`config.mk`:
```
export PLATFORM = sky130hd
export DESIGN_NAME = regfile
export DESIGN_NICKNAME = d
export VERILOG_FILES = /design/src/rtl/regfile.sv
export SDC_FILE = /design/constraint.sdc
export NUM_CORES = 2
export LEC_CHECK = 0
export ABC_CLOCK_PERIOD_IN_PS = 7500
export BUFFER_PORTS_ARGS = -buffer_cell sky130_fd_sc_hd__buf_2
export CAP_MARGIN = 20
export CORE_ASPECT_RATIO = 0.5
export CORE_MARGIN = 2
export CORE_UTILIZATION = 65
export DETAILED_ROUTE_END_ITERATION = 16
export PLACE_DENSITY = 0.79
export SLEW_MARGIN = 0
export SYNTH_ARGS = -nofsm -noshare
export SYNTH_HDL_FRONTEND = slang
export SYNTH_SLANG_ARGS = --single-unit
```
`constraint.sdc`:
```
create_clock -name clk -period 7.5 [get_ports clk]
set_clock_uncertainty 0.1 [all_clocks]
set_input_delay 0.75 -clock clk [delete_from_list [all_inputs] [get_ports clk]]
set_output_delay 0.75 -clock clk [all_outputs]
set_load 0.01 [all_outputs]
```
`src/rtl/regfile.sv`:
```
// Architectural register file with per-register ROB rename tags.
// Commit port writes retired values into x1..x31; the issue port records which
// ROB entry will produce each register; two combinational query ports return
// {busy, tag, value} to the decoder. x0 is hardwired to zero.
// Optional feature: define REGFILE_BYPASS_EN to forward a same-cycle commit
// onto the query ports.
module regfile #(
  parameter int REG_CNT   = 32,
  parameter int REG_POS_W = 5,
  parameter int DATA_W    = 32,
  parameter int ROB_POS_W = 4
) (
  input  logic                 clk,
  input  logic                 rst,
  input  logic                 rdy,
  input  logic                 rollback,
  input  logic                 issue,
  input  logic [REG_POS_W-1:0] issue_rd,
  input  logic [ROB_POS_W-1:0] issue_rob_pos,
  input  logic                 reg_write,
  input  logic [REG_POS_W-1:0] reg_rd,
  input  logic [DATA_W-1:0]    reg_val,
  input  logic [ROB_POS_W-1:0] commit_rob_pos,
  input  logic [REG_POS_W-1:0] rs1_pos,
  output logic                 rs1_busy,
  output logic [ROB_POS_W-1:0] rs1_rob_pos,
  output logic [DATA_W-1:0]    rs1_val,
  input  logic [REG_POS_W-1:0] rs2_pos,
  output logic                 rs2_busy,
  output logic [ROB_POS_W-1:0] rs2_rob_pos,
  output logic [DATA_W-1:0]    rs2_val
);

  localparam int RD_W = 1 + ROB_POS_W + DATA_W;

  logic [DATA_W-1:0]    val_r     [REG_CNT];
  logic [ROB_POS_W-1:0] tag_r     [REG_CNT];
  logic [REG_CNT-1:0]   busy_r;

  logic [DATA_W-1:0]    val_nxt_s [REG_CNT];
  logic [ROB_POS_W-1:0] tag_nxt_s [REG_CNT];
  logic [REG_CNT-1:0]   busy_nxt_s;

  logic                 commit_hit_s;
  logic                 issue_hit_s;

  logic [RD_W-1:0]      rd1_s;
  logic [RD_W-1:0]      rd2_s;

  // Look up one query port: stored state, x0 forced to zero, optional commit forwarding.
  function automatic logic [RD_W-1:0] read_port(input logic [REG_POS_W-1:0] pos);
    logic                 b;
    logic [ROB_POS_W-1:0] t;
    logic [DATA_W-1:0]    v;
    b = busy_r[pos];
    t = tag_r[pos];
    v = val_r[pos];
    if (pos == {REG_POS_W{1'b0}}) begin
      b = 1'b0;
      t = {ROB_POS_W{1'b0}};
      v = {DATA_W{1'b0}};
    end else begin
`ifdef REGFILE_BYPASS_EN
      // A write retiring this cycle is forwarded; rdy gates it because a
      // stalled commit does not land.
      if (rdy && reg_write && (pos == reg_rd)) begin
        v = reg_val;
        if (b && (t == commit_rob_pos)) begin
          b = 1'b0;
        end else begin
          b = b;
        end
      end else begin
        v = v;
      end
`else
      v = v;
`endif
    end
    return {b, t, v};
  endfunction

  // Qualified commit and issue strobes; x0 is never written or renamed.
  always_comb begin
    commit_hit_s = rdy && reg_write && (reg_rd != {REG_POS_W{1'b0}});
    issue_hit_s  = rdy && !rollback && issue && (issue_rd != {REG_POS_W{1'b0}});
  end

  // Next-state: commit writes value and retires a matching rename; rollback
  // flushes every rename; an issue overrides the commit's busy/tag update.
  always_comb begin
    val_nxt_s  = val_r;
    tag_nxt_s  = tag_r;
    busy_nxt_s = busy_r;
    if (commit_hit_s) begin
      val_nxt_s[reg_rd] = reg_val;
      if (busy_r[reg_rd] && (tag_r[reg_rd] == commit_rob_pos)) begin
        busy_nxt_s[reg_rd] = 1'b0;
      end else begin
        busy_nxt_s[reg_rd] = busy_r[reg_rd];
      end
    end else begin
      busy_nxt_s = busy_r;
    end
    if (rdy && rollback) begin
      busy_nxt_s = {REG_CNT{1'b0}};
    end else if (issue_hit_s) begin
      busy_nxt_s[issue_rd] = 1'b1;
      tag_nxt_s[issue_rd]  = issue_rob_pos;
    end else begin
      tag_nxt_s = tag_nxt_s;
    end
  end

  // State registers with asynchronous active-low clear.
  always_ff @(posedge clk or negedge rst) begin
    if (!rst) begin
      for (int i = 0; i < REG_CNT; i++) begin
        val_r[i] <= {DATA_W{1'b0}};
        tag_r[i] <= {ROB_POS_W{1'b0}};
      end
      busy_r <= {REG_CNT{1'b0}};
    end else begin
      val_r  <= val_nxt_s;
      tag_r  <= tag_nxt_s;
      busy_r <= busy_nxt_s;
    end
  end

  // Combinational operand queries for both source ports.
  always_comb begin
    rd1_s = read_port(rs1_pos);
    rd2_s = read_port(rs2_pos);
    {rs1_busy, rs1_rob_pos, rs1_val} = rd1_s;
    {rs2_busy, rs2_rob_pos, rs2_val} = rd2_s;
  end

endmodule

```
== Yosys cells after proc, flatten, opt, wreduce, memory -nomap -nowiden ==
Index checks and enable logic that the tools add are counted.
Widths: inputs -> output; s select.

* Multiplexer cells: 42
* Reductions and logical operators: 17
* Equality and inequality tests: 1
* Order comparisons: 12
* Bitwise operators: 8
* Divide/modulo/power cells: 0
* $mul: 0
* Add/sub/neg operators: 0
* Shift-type cells: 0

{| class="wikitable"
|+ Operator list
! kind !! count
|-
| $bwmux 1024 || 1
|-
| $mux 32 || 11
|-
| $bmux 32 s5 || 2
|-
| $demux 32 s5 || 1
|-
| $bwmux 128 || 1
|-
| $bmux 4 s5 || 3
|-
| $mux 4 || 9
|-
| $and 32x32->32 || 1
|-
| $bwmux 32 || 1
|-
| $not 32->32 || 1
|-
| $or 32x32->32 || 1
|-
| $ge 6x6->1 const B || 4
|-
| $lt 5x6->1 const B || 4
|-
| $not 5->6 || 4
|-
| $demux 4 s5 || 1
|-
| $bmux 1 s5 || 3
|-
| $lt 6x1->1 const B || 2
|-
| $logic_and 1x1->1 || 11
|-
| $demux 1 s5 || 2
|-
| $ge 5x1->1 const B || 2
|-
| $logic_not 5->1 || 2
|-
| $reduce_bool 5->1 || 2
|-
| $mux 1 || 7
|-
| $eq 4x4->1 || 1
|-
| 3 further kinds || 3
|}

* Memories: 0
* Flip-flop bits (word level): 1184
* Logic and storage cells: 145
* Input port bits: 66
* Memory bits (read-only): 0
* Output and inout port bits: 74
* Bits in writable memories: 0
* Latch bits: 0

== Longest topological paths before layout ==
* Word-level depth: 11
* Depth in mapped cells: 11
* Gate-level depth less buffers: 7

== Worst setup path before layout ==
OpenSTA, ideal clock, no wires.

* Path kind: input-to-output
* From: in rs2_pos[0]
* To: out rs2_rob_pos[0]
* Arrival time: 2669 ps
* Stages: 7
* Setup slack: 3981 ps
* Required time: 6650 ps
* Buffers on the path: 3
* Path through: buf_2 > buf_2 > buf_2 > mux4_2 > mux4_2 > mux2i_1 > nor2_1

* Cells in the longest elaborated chain, start to end: 5
* Elaborated cells on any way between the ends: 6
* Classes of those cells: 4 x mux; 1 x bitwise; 1 x reduce/logical

{| class="wikitable"
|+ RTL lines
! what !! line !! source
|-
| start, declared || 28 || <nowiki>input logic [REG_POS_W-1:0] rs2_pos,</nowiki>
|-
| $not 5->6 (not written as such) || 56 || <nowiki>t = tag_r[pos];</nowiki>
|-
| $bmux 4 s5 || 56 ||
|-
| $mux 4 (not written as such) (2 in series) || 56 ||
|-
| $mux 4 (*) || 58 || <nowiki>if (pos == {REG_POS_W{1'b0}}) begin</nowiki>
|-
| end, declared || 30 || <nowiki>output logic [ROB_POS_W-1:0] rs2_rob_pos,</nowiki>
|}

Every way passes the cells marked *; elsewhere a longest branch is shown, timed or not. The select of a mux whose other input is x is not followed.

== Final worst setup path ==
* From: in rs2_pos[0]
* To: out rs2_val[22]

* Cells in the longest elaborated chain, start to end: 5
* Elaborated cells on any way between the ends: 6
* Classes of those cells: 4 x mux; 1 x bitwise; 1 x reduce/logical

{| class="wikitable"
|+ RTL lines
! what !! line !! source
|-
| $not 5->6 (not written as such) || 57 || <nowiki>v = val_r[pos];</nowiki>
|-
| $bmux 32 s5 || 57 ||
|-
| $mux 32 (not written as such) (2 in series) || 57 ||
|-
| $mux 32 (*) || 58 ||
|-
| end, declared || 31 || <nowiki>output logic [DATA_W-1:0] rs2_val</nowiki>
|}

Marks and branches as above.

==> summary.md <==
| Metric | Value |
|---|---|
| FFs w/ async S/R, synth | between 90% and 100% |
| Tmin final | around 4.7 ns |
| Met2 GRT Util | between 50% and 60% |
| Distinct cells, synth | slightly below 50 |
| Slew Viols, Final | 0 |
| Post-synthesis net count | 4,602 |
| Crit. path cell count | 7 |
| Crit. End Element | primary output |
| Grt met3 use | about an eighth |
| Initial Util | 65.74% |
| CP Cell Sequence | buf_8 > buf_12 > mux4_2 > mux4_2 > mux2i_1 > nor2_1 > buf_2 |
| Total power | 16.54 mW |
| Dpl cell area | between 60,000 and 70,000 um^2 |
| Area leader, netlist | dfrtp_1 |
| Chip height | 226.6 um |
| Post-cts resize count | 0 |
| R2R Setup Slk | 4.79 ns |
| Cell count after placement | ~5,600 |
| Yosys warns | 0 |
| Post-synth EDFFs | 0 |
| Worst r2r src | tag_r[35] |
| FP Rows | 81 |
| FF+latch count, synth | 1,184 |
| Final core occ | a little under three quarters |
| Cells after synthesis | about 4,500 |
| CTS buffer count | 104 |
| Top cell type's share of synthesized area | 45.98% |
| CTS tree | done |
| Vias in the first global route | 44,370 |
| Post-route cell area | between 60,000 and 70,000 um^2 |
| VDD IR-drop max | about 0.00021 V |
| Pre-antenna DRT Iters | 8 |
| P_leak | around 32 nW |
| CP max stage cell | buf_8 |
| Iteration-0 DRC Markers | 5,368 |
| Largest net degree at the start of global routing | 160 |
| Clock Latency Late Sink | ~0.74 ns |
| Fraction of layout instances using a drive strength above 1 | 45.52% |
| Avg WL per Cell | about 32 um |
| Pwr dens | ~240 nW/um^2 |
| Met1 GRT Util | roughly half |
| WHS | approximately 0.3 ns |
| Post-synthesis sequential area ratio | between 40% and 50% |
| Status | completed |
| Highest Clock Rate | approximately 210 MHz |
| I/O pins | 140 |
| Vias/cell | 7.404 |
| WS Path Type | in -> out |
| Post-DP HPWL | 107.1 mm |
| Worst reg-to-reg path cell count | 7 |
| Final hold viol count | 0 |
| Most instantiated cells after synthesis | dfrtp_1, mux2_2, nand2_1 |
| Core box area | around 100,000 um^2 |
| Die Width | about 450 um |
| Clock transition at path regs | about 0.060 ns |
| GRT Total Usage | 37.77% |
| Slowest stage delay, CP | about 0.65 ns |
| Final period utilization | between 60% and 70% |
| Critical Path Most Common Cell | mux4_2 |
| Total gr overflow | 0 |
| Setup tns final | 0 ns |
| Clock Tree Buf Depth | 3 |
| Worst Hold Class | reg -> reg |
| # DRC | 0 |
| Syn avg cell area | ~14 um^2 |
| CP top delay family | multiplexers |
| RSZ-0062 raised after global routing | false |
| WP buf/inv | 3 |
| Post-synth top flop | dfrtp_1 |
| Htree depth | 3 |
| Die ar. | between 100,000 and 150,000 um^2 |
| Port Buf Inserts | roughly 140 |
| GRT busiest layer | met2 |
| Area grow syn2layout | 8.102% |
| Gpl congestion | 0.8840 |
| Synth area leaders | dfrtp_1, mux4_2, mux2_2 |
| Crit path DAT | between 3 and 4 ns |
| Slew margin rel. | between 20% and 30% |
| Post-synthesis cell area | around 64,000 um^2 |
| Worst slew pin tran | ~1.2 ns |
| Critical Path RT | approximately 6.7 ns |
| CP Launch Type | primary input |
| Final setup fails | 0 |
| Drt total wl | 188.0 mm |
| CP max FO | 80 |
| Setup WS post-layout | between 2 and 3 ns |
| Final ANT Viol Nets | 0 |
| Setup crit end | rs2_val[22] |
| Critical R2R Capture | busy_r[10] |
| Sink Count | ~1,200 |
| Top-count cell post-synth | dfrtp_1 |
| Pre-CTS WS | approximately 2.7 ns |
| Initial antenna violation count | 4 |
| Clock root buffer | clkbuf_16 |
| Max_cap viols | 0 |
| Finished Layout Cells | around 5,800 |
| DR vias | 43,040 |
| Critical Path Start | rs2_pos[0] |
| Global-route wire length before repair | roughly 280 mm |
| Nets | between 4,000 and 5,000 |
==> power by group <==
group	internal (mW)	switching, mW
clock network	3.41	2.60
registers	7.14	0.600
logic	1.57	1.21
total	12.1	4.41
==> cells by family (layout without fill, tap and decap cells) <==
kind of cell / after synthesis / after routing / share of synthesized area (%)
multiplexers: 1747 / 1747 / 43.34
flip-flops: 1184 / 1184 / 45.98
AND/OR/NAND/NOR: 1026 / 1026 / 6.496
buffers and inverters: 482 / 428 / 3.161
AO/OA/AOI/OAI: 97 / 97 / 1.021
other: 0 / 3 / 0
==> worst min-delay path by stage <==
stage	depth (start not counted)	endpoint	from
floorplan	1	val_r[1000]	val_r[1000]
global placement	0	val_r[1002]	val_r[1002]
detailed placement	0	val_r[992]	val_r[992]
CTS	0	val_r[992]	val_r[992]
global route	0	val_r[1003]	val_r[1003]
finish	0	val_r[1003]	val_r[1003]
==> cells in the final DEF (no fill, tap or decap), drive strengths merged, types with 7 or more instances in the layout <==
cell,n
dfrtp,1184
mux2,861
nand2,813
mux4,748
buf,224
mux2i,138
clkbuf,138
nor2,113
o22ai,48
clkinv,30
nand3,25
bufinv,18
nor3,15
a31oi,11
inv,10
a22oi,9
o21ai,8
clkinvlp,7
nor2b,7
o211ai,7
nor4,7
==> final cells by class <==
type                            instances  area, um^2
Timing Repair Buffer                  225        1607
Sequential cell                      1184       29630
Clock buffer                          138        2963
Fill cell                            6106       28350
Tap cell                             1328        1662
Clock inverter                         58       809.5
Antenna cell                            3       7.507
Inverter                                7       26.28
Multi-Input combinational cell       2870       32950
==> registers in the layout, summed over array words and instances, names as in the netlist <==
| register | count |
|---|---|
| val_r | 1024 |
| tag_r | 128 |
| busy_r | 32 |
==> routing by layer <==
metal  part of all wire (%)  vias up
met5                 0.0069        -
met2                     46     2906
met4                    5.1        2
met1                     37    22770
li1                       -    16710
met3                     13      658
==> timing repair <==
| item | CTS | global route |
|---|---|---|
| hold buffers | 1 | 0 |
| endpoints found under the hold margin | 74 | 0 |
| setup buffers | 0 | 0 |
Power figures use the tool's default switching activity.
